===== config.mk =====
export PLATFORM = sky130hd
export DESIGN_NAME = cover_toggle_collector_flat
export DESIGN_NICKNAME = d
export VERILOG_FILES = /design/src/rtl/cover_pkg.sv /design/src/rtl/cover_toggle_collector_if.sv /design/src/rtl/cover_lsb_encoder.sv /design/src/rtl/cover_toggle_collector.sv /design/src/flat_wrapper.sv
export SDC_FILE = /design/constraint.sdc
export NUM_CORES = 1
export LEC_CHECK = 0
export CORE_ASPECT_RATIO = 1.2
export CORE_UTILIZATION = 44
export DETAILED_ROUTE_END_ITERATION = 16
export GPL_TIMING_DRIVEN = 0
export PLACE_DENSITY_LB_ADDON = 0.15
export SLEW_MARGIN = 20
export SYNTH_ARGS = -nofsm -noshare
export SYNTH_HDL_FRONTEND = slang
export SYNTH_SLANG_ARGS = --single-unit

===== constraint.sdc =====
create_clock -name clock -period 4.22 [get_ports clock]
set_input_delay 1.266 -clock clock [delete_from_list [all_inputs] [get_ports clock]]
set_output_delay 1.266 -clock clock [all_outputs]
set_load 0.03 [all_outputs]

===== src/rtl/cover_pkg.sv =====
// Shared definitions for the toggle-cover collectors: global index type,
// design-wide cover point total and a population-count helper.
package cover_pkg;

    localparam int COVER_TOTAL = 11747;
    localparam int COVER_IDX_W = 64;

    typedef logic [COVER_IDX_W-1:0] cover_idx_t;

    function automatic logic [6:0] popcount64(input logic [63:0] v);
        logic [6:0] n;
        n = 7'd0;
        for (int i = 0; i < 64; i++) begin
            n = n + {6'd0, v[i]};
        end
        return n;
    endfunction

endpackage


===== src/rtl/cover_toggle_collector_if.sv =====
// Report stream of the toggle-cover collector (valid/ready + global index).
// COVER_COLLECTOR_TIMESTAMP_EN adds the out_stamp field.
interface cover_toggle_collector_if;
    import cover_pkg::*;

    logic       out_valid;
    logic       out_ready;
    cover_idx_t out_index;
`ifdef COVER_COLLECTOR_TIMESTAMP_EN
    logic [31:0] out_stamp;

    modport master (output out_valid, output out_index, output out_stamp, input out_ready);
    modport slave  (input out_valid, input out_index, input out_stamp, output out_ready);
`else
    modport master (output out_valid, output out_index, input out_ready);
    modport slave  (input out_valid, input out_index, output out_ready);
`endif

endinterface


===== src/rtl/cover_lsb_encoder.sv =====
// Combinational lowest-set-bit encoder with an any-set flag.
module cover_lsb_encoder #(
    parameter  int W  = 11,
    localparam int PW = (W > 1) ? $clog2(W) : 1
) (
    input  logic [W-1:0]  i_vec,
    output logic [PW-1:0] o_pos,
    output logic          o_any
);

    // Scan from the top so the lowest set bit is the last one written.
    always_comb begin
        o_pos = {PW{1'b0}};
        o_any = |i_vec;
        for (int i = W - 1; i >= 0; i--) begin
            if (i_vec[i]) begin
                o_pos = PW'(i);
            end else begin
                o_pos = o_pos;
            end
        end
    end

endmodule


===== src/rtl/cover_toggle_collector.sv =====
// Sticky first-hit collector for one toggle-cover group; streams each new hit
// once as a global index. COVER_COLLECTOR_TIMESTAMP_EN adds a cycle stamp.
module cover_toggle_collector
    import cover_pkg::*;
#(
    parameter  int         W           = 11,
    parameter  cover_idx_t COVER_INDEX = 64'd0,
    parameter  int         COVER_TOTAL = cover_pkg::COVER_TOTAL,
    localparam int         CW          = $clog2(W + 1),
    localparam int         PW          = (W > 1) ? $clog2(W) : 1
) (
    input  logic                            clock,
    input  logic                            reset,
    input  logic [W-1:0]                    valid,
    input  logic                            clear,
    cover_toggle_collector_if.master        cov_out,
    output logic [CW-1:0]                   hit_count,
    output logic                            all_hit
);

    if ((W < 1) || (W > 64)) begin : g_bad_width
        $error("cover_toggle_collector: W must be within 1..64");
    end
    if ((COVER_INDEX + 64'(W)) > 64'(COVER_TOTAL)) begin : g_bad_index
        $error("cover_toggle_collector: COVER_INDEX+W exceeds COVER_TOTAL");
    end

    logic [W-1:0]  r_seen;
    logic [W-1:0]  r_pending;
    logic [CW-1:0] r_hit_count;
    logic          r_all_hit;
    logic          r_out_valid;
    cover_idx_t    r_out_index;

    logic [W-1:0]  w_new;
    logic [W-1:0]  w_seen_nxt;
    logic [W-1:0]  w_pend_nxt;
    logic [W-1:0]  w_take;
    logic [6:0]    w_pop;
    logic [PW-1:0] w_pos;
    logic          w_any;
    logic          w_load;

    cover_lsb_encoder #(.W(W)) u_lsb (
        .i_vec (r_pending),
        .o_pos (w_pos),
        .o_any (w_any)
    );

    // Hit tracking and output-stage load decision for this edge.
    always_comb begin
        w_new      = valid & ~r_seen;
        w_seen_nxt = r_seen | valid;
        w_pop      = popcount64(64'(w_new));
        w_load     = ~r_out_valid | cov_out.out_ready;
        if (w_load && w_any) begin
            w_take = W'(1'b1) << w_pos;
        end else begin
            w_take = {W{1'b0}};
        end
        w_pend_nxt = (r_pending & ~w_take) | w_new;
    end

    // Collector state and one-entry output register.
    always_ff @(posedge clock or posedge reset) begin
        if (reset) begin
            r_seen      <= {W{1'b0}};
            r_pending   <= {W{1'b0}};
            r_hit_count <= {CW{1'b0}};
            r_all_hit   <= 1'b0;
            r_out_valid <= 1'b0;
            r_out_index <= 64'd0;
        end else if (clear) begin
            r_seen      <= {W{1'b0}};
            r_pending   <= {W{1'b0}};
            r_hit_count <= {CW{1'b0}};
            r_all_hit   <= 1'b0;
            r_out_valid <= 1'b0;
        end else begin
            r_seen      <= w_seen_nxt;
            r_pending   <= w_pend_nxt;
            r_hit_count <= r_hit_count + w_pop[CW-1:0];
            r_all_hit   <= &w_seen_nxt;
            if (w_load) begin
                r_out_valid <= w_any;
                if (w_any) begin
                    r_out_index <= COVER_INDEX + cover_idx_t'(w_pos);
                end
            end
        end
    end

`ifdef COVER_COLLECTOR_TIMESTAMP_EN
    logic [31:0] r_cycle;
    logic [31:0] r_stamp;

    // Free-running cycle counter; the stamp follows out_index loads.
    always_ff @(posedge clock or posedge reset) begin
        if (reset) begin
            r_cycle <= 32'd0;
            r_stamp <= 32'd0;
        end else begin
            r_cycle <= r_cycle + 32'd1;
            if (!clear && w_load && w_any) begin
                r_stamp <= r_cycle;
            end
        end
    end

    assign cov_out.out_stamp = r_stamp;
`endif

    assign cov_out.out_valid = r_out_valid;
    assign cov_out.out_index = r_out_index;
    assign hit_count         = r_hit_count;
    assign all_hit           = r_all_hit;

endmodule


===== src/flat_wrapper.sv =====
// flat-port wrapper written by rule: the top's interface ports become plain ports
module cover_toggle_collector_flat import cover_pkg::*;
#(
    parameter  int         W           = 11,
    parameter  cover_idx_t COVER_INDEX = 64'd0,
    parameter  int         COVER_TOTAL = cover_pkg::COVER_TOTAL,
    localparam int         CW          = $clog2(W + 1),
    localparam int         PW          = (W > 1) ? $clog2(W) : 1
)
  (clock, reset, valid, clear, hit_count, all_hit, cov_out_out_valid, cov_out_out_index, cov_out_out_ready);
  cover_toggle_collector_if cov_out_i ();
  input  logic clock;
  input  logic reset;
  input  logic [W-1:0] valid;
  input  logic clear;
  output logic [CW-1:0] hit_count;
  output logic all_hit;
  output wire logic [$bits(cov_out_i.out_valid)-1:0] cov_out_out_valid;
  output wire logic [$bits(cov_out_i.out_index)-1:0] cov_out_out_index;
  input wire logic [$bits(cov_out_i.out_ready)-1:0] cov_out_out_ready;
  assign cov_out_out_valid = cov_out_i.out_valid;
  assign cov_out_out_index = cov_out_i.out_index;
  assign cov_out_i.out_ready = cov_out_out_ready;
  cover_toggle_collector #(.W(W), .COVER_INDEX(COVER_INDEX), .COVER_TOTAL(COVER_TOTAL)) u_core (.clock(clock), .reset(reset), .valid(valid), .clear(clear), .cov_out(cov_out_i), .hit_count(hit_count), .all_hit(all_hit));
endmodule

Word level (Yosys, flattened, before mapping)
Cells that the tools add are included.
Operators by class
  add/sub/neg operators: 11
  reduce and logical (&&, ||, !) cells: 5
  shift operators: 1
  bitwise operators: 9
  mux-type cells: 18
Operators with widths (number)
  2-to-1 mux 4 bit: 12
  adder 4 x 1 -> 4 bit: 9
  2-to-1 mux 11 bit: 3
  AND 11 bit: 2
  NOT 11 bit: 2
  OR 11 bit: 2
  AND reduction 11 bit: 1
  OR reduction 11 bit: 1
  << shifter 1 x 4 -> 11 bit (first input constant): 1
  adder 4 bit: 1
  2-to-1 mux 1 bit: 3
  AND reduction 3 bit: 1
  adder 1 x 1 -> 2 bit: 1
  NOT 1 bit: 2
  nonzero test 2 bit: 1
  logical AND 1 bit: 1
  OR 1 bit: 1
Word-level totals
  bits in registers: 32
  logic and storage cells: 50

Longest topological paths before layout
  word-level depth: 17
  mapped depth: 12
  mapped depth without buffers: 12

Hierarchy
A second synthesis with hierarchy kept.
Unflattened totals
  cells, all modules: 227
  area, all modules: 2172.1 um2
By module, submodules not included
  cover_toggle_collector: instances 1, sequential area each 800.8 um2, cells each 208, area each 2059.5 um2
  cover_lsb_encoder: instances 1, sequential area each 0.0 um2, cells each 19, area each 112.6 um2

Least setup slack after synthesis
Ideal clock, no wire load.
  path type: input to register
  start point: input port valid[0]
  end point: register u_core.r_hit_count[1] (netlist: u_core.hit_count[1])
  stages on the path: 11
  path buffers: 0
  setup slack: -155 ps
  required time: 4148 ps
  arrival time: 4302 ps
  cell sequence: nor2b_1 > ha_1 > fa_1 > inv_1 > fa_1 > fa_1 > inv_1 > fa_1 > inv_1 > fa_1 > nor2_1
On the way
  word-level cells in the longest chain between the ends: 13
Ends and longest elaborated chain
  from (decl): line flat_wrapper.sv:14  | input logic [W-1:0] valid;
  AND 11 bit: line cover_toggle_collector.sv:52  | w_new = valid & ~r_seen;
  adder 1 x 1 -> 2 bit: line cover_pkg.sv:14  | n = n + {6'd0, v[i]};
  adder 4 x 1 -> 4 bit (9 in series): line cover_pkg.sv:14
  adder 4 bit: line cover_toggle_collector.sv:82  | r_hit_count <= r_hit_count + w_pop[CW-1:0];
  2-to-1 mux 4 bit: line cover_toggle_collector.sv:73  | end else if (clear) begin
  to (signal assigned): line cover_toggle_collector.sv:69  | r_hit_count <= {CW{1'b0}};
  to (signal assigned): line cover_toggle_collector.sv:76  | r_hit_count <= {CW{1'b0}};
  to (signal assigned): line cover_toggle_collector.sv:82
  to (decl): line cover_toggle_collector.sv:30  | logic [CW-1:0] r_hit_count;
No other way between the ends.
A chain may end at the register's enable or synchronous reset.

Worst setup path in the final report
  start point: input port valid[1]
  end point: register u_core.r_hit_count[1] (netlist: u_core.hit_count[1])
The elaborated chain is that of the path after synthesis.

==> reports/metrics.yaml <==
fmax_ghz: 0.244
placementRows: 28
tritoncts: "yes"
hold_path_end: "u_core.r_seen[7]"
pwr-share-seq_pct: 31.0
synth_flop_cell: "dfrtp_1"
place.gp.congestion: 0.813
start_kind: "input port"
synth_area_mm2: 0.00223
synth-xor-area-share_pct: 1.57
p_int_mw: 0.770
post-route-period-util_pct: 97.1
clockBufferDepth: 2
endpoint_kind: "register"
n_antenna_cell: 0
initial_core_util_pct: 45.5
grt_pass1_wl_um: 6590
cts_buffers: 5
power_mw: 1.23
outcome: "finished, final reports clean"
clk_pin_slew_ns: 0.07
combPwrFrac_pct: 45.7
totalWireLength_um: 4090
fin_ws_ns: 0.121
synthDominantAreaCellType: "dfrtp_1"
holdPathStages: 2
syn_to_final_growth_pct: 33.6
first_global_vias: 1461
crit_arrival_ns: 4.30
final_common_cell: "buf_4"
root_buffer: "clkbuf_8"
ir_worst_vdd_v: 0.000297
pwr_density_cell_mw_per_mm2: 413
core_area_mm2: 0.00490
worst_pin_slew_ns: 0.671
die_h_um: 80.0
p_sw_mw: 0.461
p_clk_share_pct: 23.3
viasPerCell: 4.18
cp.required_ns: 4.43
grt-ovfl-total: 0
hold_violations: 0
drv_slew: 0
wl_per_cell_um: 10.4
netlist_instances: 237
regArea_um2: 801
ys_warn_count: 0
yosysSeqAreaShare_pct: 35.9
synthSimpleGateAreaFrac_pct: 17.1
drive_gt1_share_pct: 29.1
pre_cts_ws_ns: -0.567
ios: 85
fp.dieW_um: 67.0
relSlewSlack_pct: 55.2
grt_max_degree: 33
r2r_setup_slack_ns: 0.89
ant_nets: 0
clk_latency_ns: 0.28
maxCapViolations: 0
synth_top_area_share_pct: 35.9
portBuffers: 24
ctsHoldBuffers: 0
cp_max_fo: 2
critPathKind: "in -> reg"
worst_hold_slack_ns: 0.506
grt_use_total_pct: 16.8
synth_edf_count: 0
hpwl_um: 3210
syn_area_per_cell_um2: 9.42
drt-initial-drc-count: 45
drc: 0
multiInputGateArea_mm2: 0.00119
synth.area.mux_share_pct: 1.79
synth_top_family_by_area: "buffers and inverters"
fin_skew_ns: 0.00838
cts.sinks: 32
setup_viol: 0
switching_share_pct: 37.5
nets: 361
min_from: "u_core.r_seen[7]"
h-tree-depth: 2
synthAdderAreaFrac_pct: 10.2
synth_cell_types: 40
synthArstFlopShare_pct: 100
reg2reg_depth: 11
ys_ff_latch: 32
final_cell_mix: "buf_4 (65), conb_1 (60), nor2_1 (44)"
dieArea_mm2: 0.00536
fill_cells: 438
fin_crit_ns: 4.10
fin_tns_setup_ns: 0
rsz0062_at_grt: "no"
hold_class: "reg -> reg"
r2r_start: "u_core.r_seen[0]"
dr.pass1.iters: 4
r2r-end: "u_core.hit_count[1]"
synth_area_leaders: "dfrtp_1 (36%), buf_4 (20%), nor2_1 (7.4%), fa_1 (6.3%), ha_1 (3.9%)"
final_core_utilization_pct: 60.8
antenna_found_initial: 0
vias: 1641
leakage_nw: 1.60
synth_compound_area_share_pct: 9.42
## routing by layer
| layer | global-route usage (%) | share of wire, % |
|---|---|---|
| met1 | 19.8 | 40 |
| met2 | 29.6 | 53 |
| met3 | 2.57 | 5.2 |
| met4 | 7.02 | 1.4 |
| met5 | 0 | 0 |
## power by group through the flow
stage / combinational [mW] / sequential [mW] / clock (mW)
2_1_floorplan: 0.385 / 0.426 / 0
3_3_place_gp: 0.541 / 0.383 / 0
3_5_place_dp: 0.554 / 0.384 / 0
4_1_cts: 0.572 / 0.381 / 0.297
5_1_grt: 0.633 / 0.385 / 0.310
6_report: 0.562 / 0.381 / 0.287
## flip-flops by register name, indices dropped and copies added (netlist names)
| register | count |
|---|---|
| u_core.cov_out.out_valid | 1 |
| u_core.r_pending | 11 |
| u_core.cov_out.out_index | 4 |
| u_core.r_seen | 11 |
| u_core.hit_count | 4 |
| u_core.all_hit | 1 |
## synthesized netlist by cell type (all sizes together) (2+ instances only)
cell type  count
nor2          45
xor2           2
xnor2          2
o41a           4
ha             7
buf           60
nor4           3
a211oi         3
dfrtp         32
nand2          4
nor2b         11
fa             7
nand2b         4
inv           19
mux2           2
o31ai          2
a21oi          8
clkbuf         3
## logic make-up after synthesis
group,Yosys count
AOI/OAI and AO/OA,26
xor gates and xnor gates,4
adders and majority gates,14
buffers and inverters,82
DFF,32
muxes,3
other,1
and+or+nand+nor,75
## critical path, cell delays in order
cell	delay (ns)
clkdlybuf4s15_2	0.18
nor2b_4	0.16
ha_4	0.21
fa_1	0.50
inv_2	0.04
fa_1	0.45
fa_1	0.50
inv_2	0.04
fa_2	0.39
inv_2	0.07
fa_1	0.40
nor2_1	0.10
## cell type report
type,instances,share of cell area (%)
Tap cell,60,2.52
Inverter,19,2.39
Timing Repair Buffer,29,9.23
Clock buffer,6,2.43
Buffer,63,15.5
Sequential cell,32,26.8
Clock inverter,2,1.17
Multi-Input combinational cell,182,39.9
## timing repair
item                                    in CTS  in global routing
endpoints found under the setup margin       4                  3
gates resized for setup                     28                  2
pin swaps                                    8                  4
gates cloned                                 0                  0
setup buffers                                2                  3
## worst max-delay path by stage
stage                                      to  cells after the start  startpoint
after floorplan           u_core.hit_count[3]                     12    valid[1]
after global routing      u_core.hit_count[1]                     12    valid[1]
after global placement    u_core.hit_count[3]                     13    valid[1]
after detailed placement  u_core.hit_count[3]                     13    valid[1]
after CTS                 u_core.hit_count[1]                     12    valid[1]
final                     u_core.hit_count[1]                     12    valid[1]
## stage by stage
stage               instances  instance area [um2]
floorplan                 296                 2460
global placement          380                 2780
detailed placement        380                 2780
CTS                       390                 2960
global route              393                 2980
finish                    393                 2980
Power figures use the tool's default switching activity.
